File: config.mk
export PLATFORM = sky130hd
export DESIGN_NAME = i2s_tx_ctrl
export DESIGN_NICKNAME = d
export VERILOG_FILES = /design/src/rtl/i2s_tx_ctrl.sv
export SDC_FILE = /design/constraint.sdc
export NUM_CORES = 1
export LEC_CHECK = 0
export BUFFER_PORTS_ARGS = -buffer_cell sky130_fd_sc_hd__buf_2
export CAP_MARGIN = 20
export CORE_MARGIN = 2
export CORE_UTILIZATION = 39
export DETAILED_ROUTE_END_ITERATION = 7
export PLACE_DENSITY = 0.65
export SYNTH_ARGS = -nofsm -noshare
export SYNTH_HDL_FRONTEND = slang
export SYNTH_SLANG_ARGS = --single-unit
File: constraint.sdc
create_clock -name pclk -period 3.39 [get_ports pclk]
set_input_delay 0.678 -clock pclk [delete_from_list [all_inputs] [get_ports pclk]]
set_output_delay 0.678 -clock pclk [all_outputs]
set_load 0.02 [all_outputs]
File: src/rtl/i2s_tx_ctrl.sv
// I2S transmit controller: pulls L/R words from two show-ahead FIFOs and serialises them as
// Philips I2S frames (one-bit delay). Define I2S_TX_UNDERRUN_FILL_EN for zero-fill on underrun.
module i2s_tx_ctrl #(
  parameter int unsigned DATA_W  = 32,
  parameter int unsigned CLK_DIV = 4
) (
  input  logic              pclk,
  input  logic              presetn,
  input  logic              i2s_enable,
  input  logic              fifol_empty,
  input  logic              fifor_empty,
  input  logic [DATA_W-1:0] fifol_rdata,
  input  logic [DATA_W-1:0] fifor_rdata,
  output logic              fifol_pop,
  output logic              fifor_pop,
  output logic              i2s_sck,
  output logic              i2s_ws,
  output logic              i2s_sd,
  output logic              i2s_tx_done,
`ifdef I2S_TX_UNDERRUN_FILL_EN
  output logic              tx_underrun,
`endif
  output logic              busy
);

  localparam int unsigned FrameW = 2 * DATA_W;
  localparam int unsigned BitW   = $clog2(FrameW);
  localparam logic [BitW-1:0] BitLast = BitW'(FrameW - 1);
  localparam logic [BitW-1:0] WsStart = BitW'(DATA_W);
  localparam logic [7:0]      DivLast = 8'(CLK_DIV - 1);

  typedef enum logic [1:0] {StIdle, StLoad, StRun, StDrain} state_e;

  state_e            state_q, state_d;
  logic [7:0]        div_q, div_d;
  logic [BitW-1:0]   bit_q, bit_d, bit_nxt;
  logic [FrameW-1:0] shift_q, shift_d;
  logic              sck_q, sck_d;
  logic              ws_q, ws_d;
  logic              sd_q, sd_d;
  logic              tick, fall, can_load, load;
  logic [DATA_W-1:0] l_word, r_word;

  assign tick    = (div_q == DivLast);
  assign fall    = tick & sck_q;
  assign bit_nxt = bit_q + 1'b1;

`ifdef I2S_TX_UNDERRUN_FILL_EN
  assign can_load = i2s_enable & (~fifol_empty | ~fifor_empty);
`else
  assign can_load = i2s_enable & ~fifol_empty & ~fifor_empty;
`endif

  // An empty channel contributes zeros (only reachable with underrun fill enabled)
  always_comb begin
    l_word = fifol_empty ? '0 : fifol_rdata;
    r_word = fifor_empty ? '0 : fifor_rdata;
  end

  always_comb begin
    state_d     = state_q;
    div_d       = div_q;
    bit_d       = bit_q;
    shift_d     = shift_q;
    sck_d       = sck_q;
    ws_d        = ws_q;
    sd_d        = sd_q;
    load        = 1'b0;
    fifol_pop   = 1'b0;
    fifor_pop   = 1'b0;
    i2s_tx_done = 1'b0;
`ifdef I2S_TX_UNDERRUN_FILL_EN
    tx_underrun = 1'b0;
`endif

    unique case (state_q)
      StIdle: begin
        if (can_load) state_d = StLoad;
      end
      StLoad: begin
        load    = 1'b1;
        state_d = StRun;
        div_d   = '0;
        bit_d   = '0;
        sck_d   = 1'b0;
        ws_d    = 1'b0;
        sd_d    = 1'b0;
      end
      StRun, StDrain: begin
        div_d = tick ? '0 : div_q + 8'd1;
        if (tick) sck_d = ~sck_q;
        if (fall) begin
          if (state_q == StDrain) begin
            state_d = StIdle;
            ws_d    = 1'b1;
            sd_d    = 1'b0;
            shift_d = '0;
          end else begin
            // Bit p goes out at the start of slot p+1: this is the one-bit WS delay
            sd_d    = shift_q[FrameW-1];
            shift_d = {shift_q[FrameW-2:0], 1'b0};
            if (bit_q == BitLast) begin
              i2s_tx_done = 1'b1;
              ws_d        = 1'b0;
              bit_d       = '0;
              if (can_load) load = 1'b1;
              else          state_d = StDrain;
            end else begin
              bit_d = bit_nxt;
              ws_d  = (bit_nxt >= WsStart);
            end
          end
        end
      end
      default: state_d = StIdle;
    endcase

    if (load) begin
      fifol_pop = ~fifol_empty;
      fifor_pop = ~fifor_empty;
      shift_d   = {l_word, r_word};
`ifdef I2S_TX_UNDERRUN_FILL_EN
      tx_underrun = fifol_empty | fifor_empty;
`endif
    end
  end

  always_ff @(posedge pclk or negedge presetn) begin
    if (!presetn) begin
      state_q <= StIdle;
      div_q   <= '0;
      bit_q   <= '0;
      shift_q <= '0;
      sck_q   <= 1'b0;
      ws_q    <= 1'b1;
      sd_q    <= 1'b0;
    end else begin
      state_q <= state_d;
      div_q   <= div_d;
      bit_q   <= bit_d;
      shift_q <= shift_d;
      sck_q   <= sck_d;
      ws_q    <= ws_d;
      sd_q    <= sd_d;
    end
  end

  assign i2s_sck = sck_q;
  assign i2s_ws  = ws_q;
  assign i2s_sd  = sd_q;
  assign busy    = (state_q != StIdle);

endmodule

==> results of run 1 <==
==> state kept, by name, indices dropped and copies added, names as in the netlist <==
name and cells:
state_q 2, bit_q 6, i2s_sd 1, div_q 8, i2s_sck 1, i2s_ws 1
shift_q 64
==> metrics by stage <==
step	hold slack (ns)	area (um2)	total power (W)	util (%)
final	0.430	5170	0.00490	47.3
after detailed placement	0.493	4870	0.00391	44.5
after global placement	0.489	4870	0.00384	44.5
after floorplan	0.382	4410	0.00340	-
after CTS	0.487	5170	0.00492	47.3
after global routing	0.530	5170	0.00530	47.3
==> power by group through the flow <==
stage / Combinational (W) / Clock [W] / Sequential (W)
3_3_place_gp: 0.00211 / 0 / 0.00173
3_5_place_dp: 0.00216 / 0 / 0.00175
4_1_cts: 0.00217 / 0.00101 / 0.00174
6_report: 0.00217 / 0.000986 / 0.00174
5_1_grt: 0.00245 / 0.00105 / 0.00180
2_1_floorplan: 0.00170 / 0 / 0.00170
==> metal layers <==
layer | up-vias | wire length, um | track usage, %
met4 | 0 | 153 | 7.50
met3 | 13 | 524 | 3.06
li1 | 1883 | - | -
met1 | 1936 | 5080 | 26.1
met2 | 104 | 5170 | 30.9
met5 | - | 0 | 0
==> worst max-delay path, cell delays in order (launching register included) <==
cell     delay [ns]
dfrtp_1        0.44
nor4_4         0.52
and3_1         0.28
and4_1         0.21
buf_2          0.17
==> worst max path at each step <==
stage | start | to | slack [ns] | depth (start not counted)
2_1_floorplan | fifol_empty | fifol_pop | 0.89 | 6
3_3_place_gp | fifol_empty | fifor_pop | 0.93 | 6
3_5_place_dp | fifol_empty | fifor_pop | 0.92 | 6
4_1_cts | state_q[1]$_DFFE_PN0P_ | fifor_pop | 0.73 | 5
5_1_grt | div_q[2]$_DFFE_PN0P_ | i2s_tx_done | 0.62 | 4
6_report | div_q[2]$_DFFE_PN0P_ | i2s_tx_done | 0.75 | 4
==> cells by family (layout without fill, tap and decap cells) <==
group           Yosys count  after routing  share of synthesized area, %
fa+ha+maj                 6              6                          1.70
simple gates            187            187                          23.6
mux                       3              3                         0.709
xor+xnor                  6              6                          1.19
flops                    83             83                          47.1
buf+inv                  49            111                          5.45
compound gates          154            154                          20.3
==> Yosys cell counts (all sizes together) <==
library cell  instances  share of area, %
nand3                12               1.4
xnor2                 1              0.20
o22ai                 1              0.14
and4b                 1              0.23
nand3b               63                11
a31oi                67               9.5
nand4                 3              0.43
nor2b                 3              0.43
o21a                  1              0.17
and3                  3              0.43
a32oi                 1              0.20
a22o                  1              0.20
and2                  1              0.14
o31ai                 2              0.34
o221ai                1              0.20
and4bb                1              0.28
nor3b                 1              0.28
mux2i                 2              0.45
clkbuf               22               1.9
nor3                  2              0.23
and4                  1              0.20
dfrtp                82                47
a21o                  2              0.34
nand2                10              0.85
nor2                 81               6.9
nor4                  3              0.77
inv                   8              0.68
o211ai                2              0.34
a21oi                67               7.6
dfstp                 1              0.60
xor2                  5              0.99
ha                    6               1.7
nand2b                1              0.14
mux2                  1              0.26
a41o                  1              0.23
or4                   1              0.17
a31o                  1              0.20
buf                  19               2.9
o21ai                 7              0.79
==> cell type report <==
type,instances,area (um2)
Clock buffer,10,239
Clock inverter,6,62.6
Fill cell,1083,5760
Inverter,8,30.0
Multi-Input combinational cell,356,2120
Sequential cell,83,2080
Tap cell,140,175
Timing Repair Buffer,87,468
==> flow_summary_export.csv, run 1 <==
group,metric,value,unit
setup_path,worstSetupPathType,"flip-flop to output pin",
detailed_routing,dr.pass1.iters,4,
yosys,synth_cell_types,42,
yosys,synth_seq_cells,83,
yosys,synth_area,0.00441,mm2
power,p_switching,0.00206,W
timing,tightest_slew,0.850,ns
global_route,gr-total-overflow,0,
cells_and_area,area_growth,17.3,%
global_route,grt_util_all_layers,19.2,%
run_status,status,"completed",
floorplanning,start_util,40.3,%
setup_path,crit_path_start_kind,"flip-flop",
floorplanning,die_x,110,um
setup_path,cp_data_required_time,2.71,ns
cells_and_area,instances_no_fill,690,
clocking,clock_sinks,83,
setup_path,path_max_fanout,7,
clocking,cts.path.max_buffers,2,
placed_design,gp_congestion,0.871,
setup_path,r2r_slack,1.16,ns
clocking,cts_root_buffer,"clkbuf_16",
detailed_routing,ant_nets,0,
timing,fin_worst_skew,0.00709,ns
placed_design,dp_hpwl,6910,um
setup_path,r2r_end,"bit_q[4]$_DFFE_PN0P_",
cells_and_area,final_layout_size_suffix_gt1_share,20.4,%
yosys,syn_nets,563,
setup_path,end_kind,"output pin",
timing,maxSlewViolCount,0,
setup_path,critPathArrivalTime,1.96,ns
power,p_leak,2.16,nW
global_route,grt_pass1_vias,3818,
power,internal_power,0.00284,W
detailed_routing,wirelength,10900,um
timing,rsz0062_at_grt,"no",
detailed_routing,wire_per_inst,15.8,um
clocking,path_clk_slew,0.06,ns
setup_path,reg2reg_from,"state_q[1]$_DFFE_PN0P_",
global_route,grt_max_degree,68,
power,pwr-share-seq,35.6,%
clocking,cts-hold-fix-buffers,0,
clocking,cts_made_buffers,9,
placed_design,post-place-ws,0.920,ns
cells_and_area,final_cell_mix,"82 x dfrtp_1, 80 x nor2_1, 74 x buf_2",
timing,setup-violations-final,0,
detailed_routing,drc_errors,0,
cells_and_area,num_antenna_cells,0,
power,combinationalPowerShare,44.3,%
timing,slew_headroom,43.3,%
clocking,h-tree-depth,3,
timing,final.setup.tns,0,ns
timing,fmax,0.379,GHz
yosys,yosysSeqAreaShare,47.1,%
power,clock_power_share,20.1,%
floorplanning,core-area,0.0109,mm2
detailed_routing,vias,3936,
clocking,cts-resized-gates,0,
global_route,antenna_found_initial,0,
floorplanning,row_count,38,
yosys,syn_avg_cell_area,9.04,um2
cells_and_area,final_common_cell,"dfrtp_1",
floorplanning,die_height,110,um
clocking,cts_tree,"built",
power,ir_worst_vdd,411,uV
global_route,grt_first_pass_wirelength,18300,um
detailed_routing,avgViaCountPerCell,5.70,
floorplanning,die_area,0.0122,mm2
setup_path,rr_worst_depth,5,
clocking,clkLatencyLatePin,0.34,ns
job,drv_cap,0,
power,swShare,42.0,%
timing,period_share,77.9,%
yosys,syn_inst,488,
worst_hold_path,hp-class,"input pin to asynchronous set/reset pin",
power,power.density,947,mW/mm2
detailed_routing,drtIter0Drc,367,
clocking,cts_setup_buffers,0,
cells_and_area,layout.nets,620,
placed_design,dp_cells,674,
timing,finalHoldViolCount,0,
placed_design,port_buffers,75,
floorplanning,io_pins,76,
timing,period_minus_slack,2.64,ns
yosys,synth_warnings,0,
timing,fin_ws,0.750,ns
Note: power is estimated with default switching activity, not from simulation.
==> inputs of run 2 (changes only) <==
==> constraint.sdc (replaced) <==
create_clock -name pclk -period 2.5 [get_ports pclk]
set_input_delay 0.5 -clock pclk [delete_from_list [all_inputs] [get_ports pclk]]
set_output_delay 0.5 -clock pclk [all_outputs]
set_load 0.02 [all_outputs]
==> run 2 against run 1 <==
Non-clock buffer count rose by 3. Die area unchanged. Critical path depth up 2. Wire length down 0.70%. Combinational power is 38% higher. Register-to-register slack lost 0.81 ns. Total power increased by 38%. Cell count is 0.29% higher. Clock power up 42%. Worst setup slack got worse by 0.62 ns. Sequential power grew 35%. Largest power group unchanged.
==> flow_summary_export.csv, run 2 (synthesis results as in run 1) <==
group,metric,value,unit
timing,fin_worst_skew,0.00566,ns
cells_and_area,layout.nets,623,
global_route,grt_util_all_layers,18.6,%
setup_path,path_max_fanout,6,
timing,slew_headroom,51.7,%
timing,fmax,0.421,GHz
cells_and_area,final_cell_mix,"82 x dfrtp_1, 80 x nor2_1, 74 x buf_2",
floorplanning,io_pins,76,
detailed_routing,vias,3903,
cells_and_area,regMostFlops,"shift_q",
placed_design,placed_cell_area,0.00492,mm2
global_route,grt_first_pass_wirelength,17700,um
floorplanning,die_height,110,um
global_route,grt_pass1_vias,3753,
detailed_routing,drc_errors,0,
floorplanning,row_count,38,
power,p_leak,2.18,nW
timing,rsz0062_at_grt,"no",
job,drv_cap,0,
cells_and_area,final_common_cell,"dfrtp_1",
setup_path,crit_family,"simple AND/OR/NAND/NOR gates",
clocking,cts.path.max_buffers,2,
detailed_routing,drtIter0Drc,396,
clocking,clkLatencyLatePin,0.33,ns
power,power.density,1290,mW/mm2
timing,period_minus_slack,2.37,ns
clocking,cts_setup_buffers,0,
detailed_routing,wirelength,10900,um
cells_and_area,final_layout_size_suffix_gt1_share,21.2,%
cells_and_area,top_regs,"shift_q: 64 flops, div_q: 8 flops, bit_q: 6 flops",
clocking,clock_sinks,83,
run_status,status,"completed",
placed_design,dp_hpwl,7040,um
cells_and_area,area_growth,18.8,%
clocking,path_clk_slew,0.06,ns
floorplanning,die_area,0.0122,mm2
setup_path,timing.critical_path.from,"div_q[0]$_DFFE_PN0P_",
cells_and_area,largest_reg_flops,64,
floorplanning,die_x,110,um
timing,whs,0.172,ns
global_route,grt_max_degree,68,
worst_hold_path,hp-class,"input pin to asynchronous set/reset pin",
cells_and_area,num_antenna_cells,0,
clocking,cts_root_buffer,"clkbuf_16",
clocking,cts_made_buffers,9,
cells_and_area,ff_latch_area,0.00208,mm2
timing,maxSlewViolCount,0,
cells_and_area,multi_input_area,0.00212,mm2
cells_and_area,nFillCells,1063,
timing,final.setup.tns,0,ns
setup_path,path_buf_inv,1,
setup_path,cp_data_required_time,2.00,ns
timing,period_share,95.0,%
global_route,antenna_found_initial,0,
timing,setup-violations-final,0,
setup_path,end_kind,"output pin",
placed_design,gp_congestion,0.921,
setup_path,crit_path_start_kind,"flip-flop",
cells_and_area,fin_area,0.00524,mm2
setup_path,path_cells,"ha_2 > and4bb_2 > a31o_2 > nand2_1 > nor2_1 > buf_2",
setup_path,slowest_delay,0.43,ns
clocking,cts_tree,"built",
detailed_routing,wire_per_inst,15.7,um
global_route,gr-total-overflow,0,
detailed_routing,ant_nets,0,
clocking,h-tree-depth,3,
detailed_routing,avgViaCountPerCell,5.64,
setup_path,worstSetupPathType,"flip-flop to output pin",
floorplanning,start_util,40.3,%
power,ir_worst_vdd,447,uV
timing,finalHoldViolCount,0,
setup_path,reg2reg_from,"state_q[0]$_DFFE_PN0P_",
placed_design,port_buffers,75,
detailed_routing,dr.pass1.iters,4,
setup_path,critPathArrivalTime,1.87,ns
clocking,cts-hold-fix-buffers,0,
floorplanning,core-area,0.0109,mm2
setup_path,critPathSlowestCell,"dfrtp_1",
timing,tightest_slew,0.722,ns
==> run 2: cell types whose count changed in the layout (fill, tap and decap cells not counted), sizes merged <==
| cell | change |
|---|---|
| bufinv | +1 |
| buf | +3 |
| clkinv | -2 |
| clkinvlp | +1 |
| inv | -1 |
==> run 2: per-layer routing <==
layer	vias to the layer above	GRT usage, %	part of all wire (%)
met5	-	0	0
met4	0	7.86	1.5
met3	13	3.82	4.5
met2	96	29.8	49
met1	1896	24.4	45
li1	1898	-	-
==> run 2: final timing paths <==
path | to | slack (ns) | cells after the start
max | fifol_pop | 0.13 | 6
min | shift_q[53]$_DFFE_PN0P_ | 0.17 | 1
max reg2reg | shift_q[48]$_DFFE_PN0P_ | 0.35 | 5
min reg2reg | shift_q[0]$_DFFE_PN0P_ | 0.48 | 2
max in group asynchronous | shift_q[0]$_DFFE_PN0P_ | 1.58 | 2
min in group pclk | shift_q[41]$_DFFE_PN0P_ | 0.42 | 3
==> run 2: report_power, final <==
group	total, W	internal, W	switching [W]
registers	0.00235	0.00199	0.000355
logic	0.00300	0.00112	0.00188
clock network	0.00140	0.000892	0.000510
==> run 2: stage by stage <==
step	util [%]	setup slack [ns]	power (W)	std cells
2_1_floorplan	-	0.315	0.00462	488
3_3_place_gp	45.0	0.375	0.00526	677
3_5_place_dp	45.0	0.340	0.00536	677
4_1_cts	47.9	0.0586	0.00679	692
5_1_grt	47.9	0.00364	0.00729	692
6_report	47.9	0.125	0.00675	692
==> run 2: final cells by class <==
type	count	share of cell area (%)
Clock inverter	5	1.48
Multi-Input combinational cell	356	40.5
Inverter	8	0.573
Sequential cell	83	39.7
Tap cell	140	3.34
Clock buffer	10	4.56
Timing Repair Buffer	90	9.84
==> run 2: worst reg2reg max path, stage by stage (launching register included) <==
cell and delay [ns]:
dfrtp_1 0.39, ha_1 0.30, nor2_4 0.61, buf_4 0.46, a31oi_1 0.14, a21oi_1 0.19
==> run 2: repair_timing <==
action | 4_1_cts | 5_1_grt
endpoints found under the setup margin | 0 | 3
resized for setup | 0 | 3
endpoints found under the hold margin | 0 | 0
==> inputs of run 3 (changes only) <==
--- a/config.mk
+++ b/config.mk
@@ -5,12 +5,13 @@
 export SDC_FILE = /design/constraint.sdc
 export NUM_CORES = 1
 export LEC_CHECK = 0
+export ABC_AREA = 1
 export BUFFER_PORTS_ARGS = -buffer_cell sky130_fd_sc_hd__buf_2
 export CAP_MARGIN = 20
 export CORE_MARGIN = 2
 export CORE_UTILIZATION = 39
 export DETAILED_ROUTE_END_ITERATION = 7
-export PLACE_DENSITY = 0.65
+export PLACE_DENSITY = 0.64
 export SYNTH_ARGS = -nofsm -noshare
 export SYNTH_HDL_FRONTEND = slang
 export SYNTH_SLANG_ARGS = --single-unit
==> run 3 against run 2 <==
Clock skew up 0.0016 ns. Global-route usage down 2.2 points. Critical endpoint unchanged. Largest cell class unchanged. Clock-buffer cell count increased by 2. Worst hold slack got worse by 0.11 ns. Die area rose by 16%. Total power fell by 59%. Combinational power shrank 95%. Area after synthesis grew 16%.
==> flow_summary_export.csv, run 3 <==
group,metric,value,unit
yosys,netlist.area_leader.share,40.0,%
setup_path,end_kind,"output pin",
timing,tightest_slew,0.513,ns
floorplanning,start_util,40.3,%
detailed_routing,dr.pass1.iters,6,
detailed_routing,vias,4424,
yosys,synth_seq_cells,83,
yosys,syn_nets,778,
power,p_switching,0.000577,W
setup_path,slowest_delay,0.38,ns
cells_and_area,final_cell_mix,"161 x nand2_1, 85 x nor2_1, 82 x dfrtp_1",
floorplanning,row_count,41,
timing,fmax,0.435,GHz
detailed_routing,ant_nets,0,
timing,final.setup.tns,0,ns
setup_path,worstSetupPathType,"flip-flop to output pin",
detailed_routing,wirelength,10800,um
power,clock_power_share,46.2,%
run_status,status,"completed",
placed_design,dp_hpwl,6620,um
timing,rsz0062_at_grt,"no",
placed_design,post-place-ws,0.402,ns
power,p_leak,2.98,nW
detailed_routing,drc_errors,0,
clocking,cts_root_buffer,"clkbuf_16",
yosys,synth-edff-count,0,
floorplanning,die_x,119,um
setup_path,path_max_fanout,21,
global_route,antenna_found_initial,0,
setup_path,crit_path_start_kind,"flip-flop",
power,power.density,476,mW/mm2
cells_and_area,layout.nets,826,
yosys,syn_inst,703,
yosys,synth_common_cells,"161 x nand2_1, 86 x nor2_1, 82 x dfrtp_1",
clocking,path_clk_slew,0.06,ns
yosys,synth_area_leader_cell,"dfrtp_1",
cells_and_area,regMostFlops,"shift_q",
floorplanning,die_height,119,um
yosys,synth_cell_types,28,
global_route,gr-total-overflow,0,
power,swShare,20.9,%
setup_path,path_buf_inv,1,
floorplanning,io_pins,76,
clocking,cts_made_buffers,9,
setup_path,critPathSlowestCell,"dfrtp_1",
yosys,async_flop_share,100,%
cells_and_area,num_antenna_cells,0,
yosys,synthTopCellsByArea,"dfrtp_1 40%, nand2_1 12%, nand3b_1 9.2%",
cells_and_area,ff_latch_area,0.00208,mm2
detailed_routing,avgViaCountPerCell,4.77,
global_route,grt_pass1_vias,4222,
cells_and_area,final_layout_size_suffix_gt1_share,14.2,%
yosys,synth_warnings,0,
power,pwr-share-seq,48.8,%
placed_design,gp_congestion,0.800,
global_route,grt_max_degree,140,
cells_and_area,area_growth,12.9,%
timing,slew_headroom,65.8,%
cells_and_area,nFillCells,1386,
clocking,cts.path.max_buffers,2,
cells_and_area,multi_input_area,0.00242,mm2
global_route,grt_util_all_layers,16.4,%
yosys,syn_avg_cell_area,7.29,um2
yosys,synth_flop_cell,"dfrtp_1",
timing,maxSlewViolCount,0,
timing,period_share,91.9,%
yosys,synth_area,0.00512,mm2
cells_and_area,final_common_cell,"nand2_1",
detailed_routing,drtIter0Drc,362,
setup_path,cp_data_required_time,2.00,ns
clocking,cts_tree,"built",
clocking,cts_setup_buffers,0,
worst_hold_path,hp-class,"input pin to asynchronous set/reset pin",
clocking,h-tree-depth,3,
global_route,grt_first_pass_wirelength,19300,um
yosys,yosysSeqAreaShare,40.6,%
timing,finalHoldViolCount,0,
floorplanning,core-area,0.0127,mm2
timing,period_minus_slack,2.30,ns
clocking,clkLatencyLatePin,0.33,ns
cells_and_area,largest_reg_flops,64,
timing,setup-violations-final,0,
yosys,synth_most_common_cell,"nand2_1",
detailed_routing,wire_per_inst,11.6,um
clocking,clock_sinks,83,
clocking,cts-resized-gates,0,
power,internal_power,0.00218,W
cells_and_area,top_regs,"shift_q: 64 flops, div_q: 8 flops, bit_q: 6 flops",
setup_path,path_cells,"ha_1 > nand2_1 > nor2_4 > nand2_2 > nand2_8 > nand2_1 > nor2_1 > buf_2",
power,power.total,0.00275,W
placed_design,port_buffers,75,
setup_path,critPathArrivalTime,1.80,ns
setup_path,crit_family,"simple AND/OR/NAND/NOR gates",
timing,fin_ws,0.201,ns
setup_path,cpMostUsedCell,"nand2_1",
job,drv_cap,0,
floorplanning,die_area,0.0141,mm2
clocking,cts-hold-fix-buffers,0,
power,combinationalPowerShare,5.0,%
power,ir_worst_vdd,237,uV
timing,fin_worst_skew,0.00725,ns
==> run 3: changes by cell type in the layout (fill, tap and decap cells not counted), sizes merged, moves of 6 or more <==
cell | before | now
nand2 | 10 | 165
a31oi | 67 | 0
o21ai | 7 | 71
inv | 8 | 56
clkinv | 2 | 25
a21oi | 67 | 76
nor2 | 81 | 88
buf | 90 | 84
==> run 3: through the flow <==
stage	util, %	cell area, um2	instances	hold slack, ns
2_1_floorplan	-	5120	703	0.204
3_3_place_gp	43.2	5500	912	0.429
3_5_place_dp	43.2	5500	912	0.428
4_1_cts	45.4	5770	927	0.0694
5_1_grt	45.5	5790	927	0.0785
6_report	45.5	5790	927	0.0632
==> run 3: power groups by stage <==
stage                     Clock (W)  Combinational [W]  Sequential [W]
final                       0.00127           0.000138         0.00134
after global routing        0.00136           0.000159         0.00134
after CTS                   0.00131           0.000143         0.00134
after detailed placement          0           0.000141         0.00137
after global placement            0           0.000142         0.00137
after floorplan                   0          0.0000446         0.00137
==> run 3: area by class of cell <==
| cell class | count | area share [%] |
|---|---|---|
| clock buffer | 12 | 4.09 |
| clock inverter | 3 | 0.692 |
| inverter | 79 | 5.13 |
| multi-input combinational | 494 | 41.8 |
| sequential | 83 | 35.9 |
| tap | 172 | 3.72 |
| timing repair buffer | 84 | 8.61 |
==> run 3: cell families (layout without fill, tap and decap cells) <==
kind of cell	Yosys count	count (layout)	share of synthesized area, %
AND/OR/NAND/NOR	339	339	30.9
buffers and inverters	126	178	12.4
XOR/XNOR	1	1	0.171
adder cells (fa/ha/maj)	6	6	1.46
AO/OA/AOI/OAI	148	148	14.5
flip-flops	83	83	40.6
==> run 3: worst reg2reg max path, cell delays in order (launching register included) <==
cell and delay [ns]:
dfrtp_1 0.45, ha_1 0.27, nor2_1 0.29, inv_1 0.17
nand2_1 0.23, nand2_1 0.22, a21oi_1 0.17, a21oi_1 0.06
==> run 3: layer usage <==
| metal | track usage (%) | vias up | wire length [um] |
|---|---|---|---|
| li1 | - | 2339 | - |
| met1 | 22.6 | 2014 | 5550 |
| met2 | 26.2 | 62 | 4770 |
| met3 | 3.28 | 9 | 350 |
| met4 | 4.24 | 0 | 125 |
| met5 | 0 | - | 0 |
==> run 3: worst paths after layout <==
kind | start | endpoint | slack, ns | cells past startpoint
worst max-delay path | bit_q[0]$_DFFE_PN0P_ | fifol_pop | 0.20 | 8
worst min-delay path | presetn | div_q[5]$_DFFE_PN0P_ | 0.06 | 1
worst max register to register | state_q[1]$_DFFE_PN0P_ | bit_q[2]$_DFFE_PN0P_ | 0.54 | 7
worst min register to register | i2s_ws$_DFFE_PN1P_ | i2s_ws$_DFFE_PN1P_ | 0.51 | 2
max in group asynchronous | presetn | shift_q[36]$_DFFE_PN0P_ | 1.79 | 2
min in group pclk | fifor_rdata[0] | shift_q[0]$_DFFE_PN0P_ | 0.40 | 3
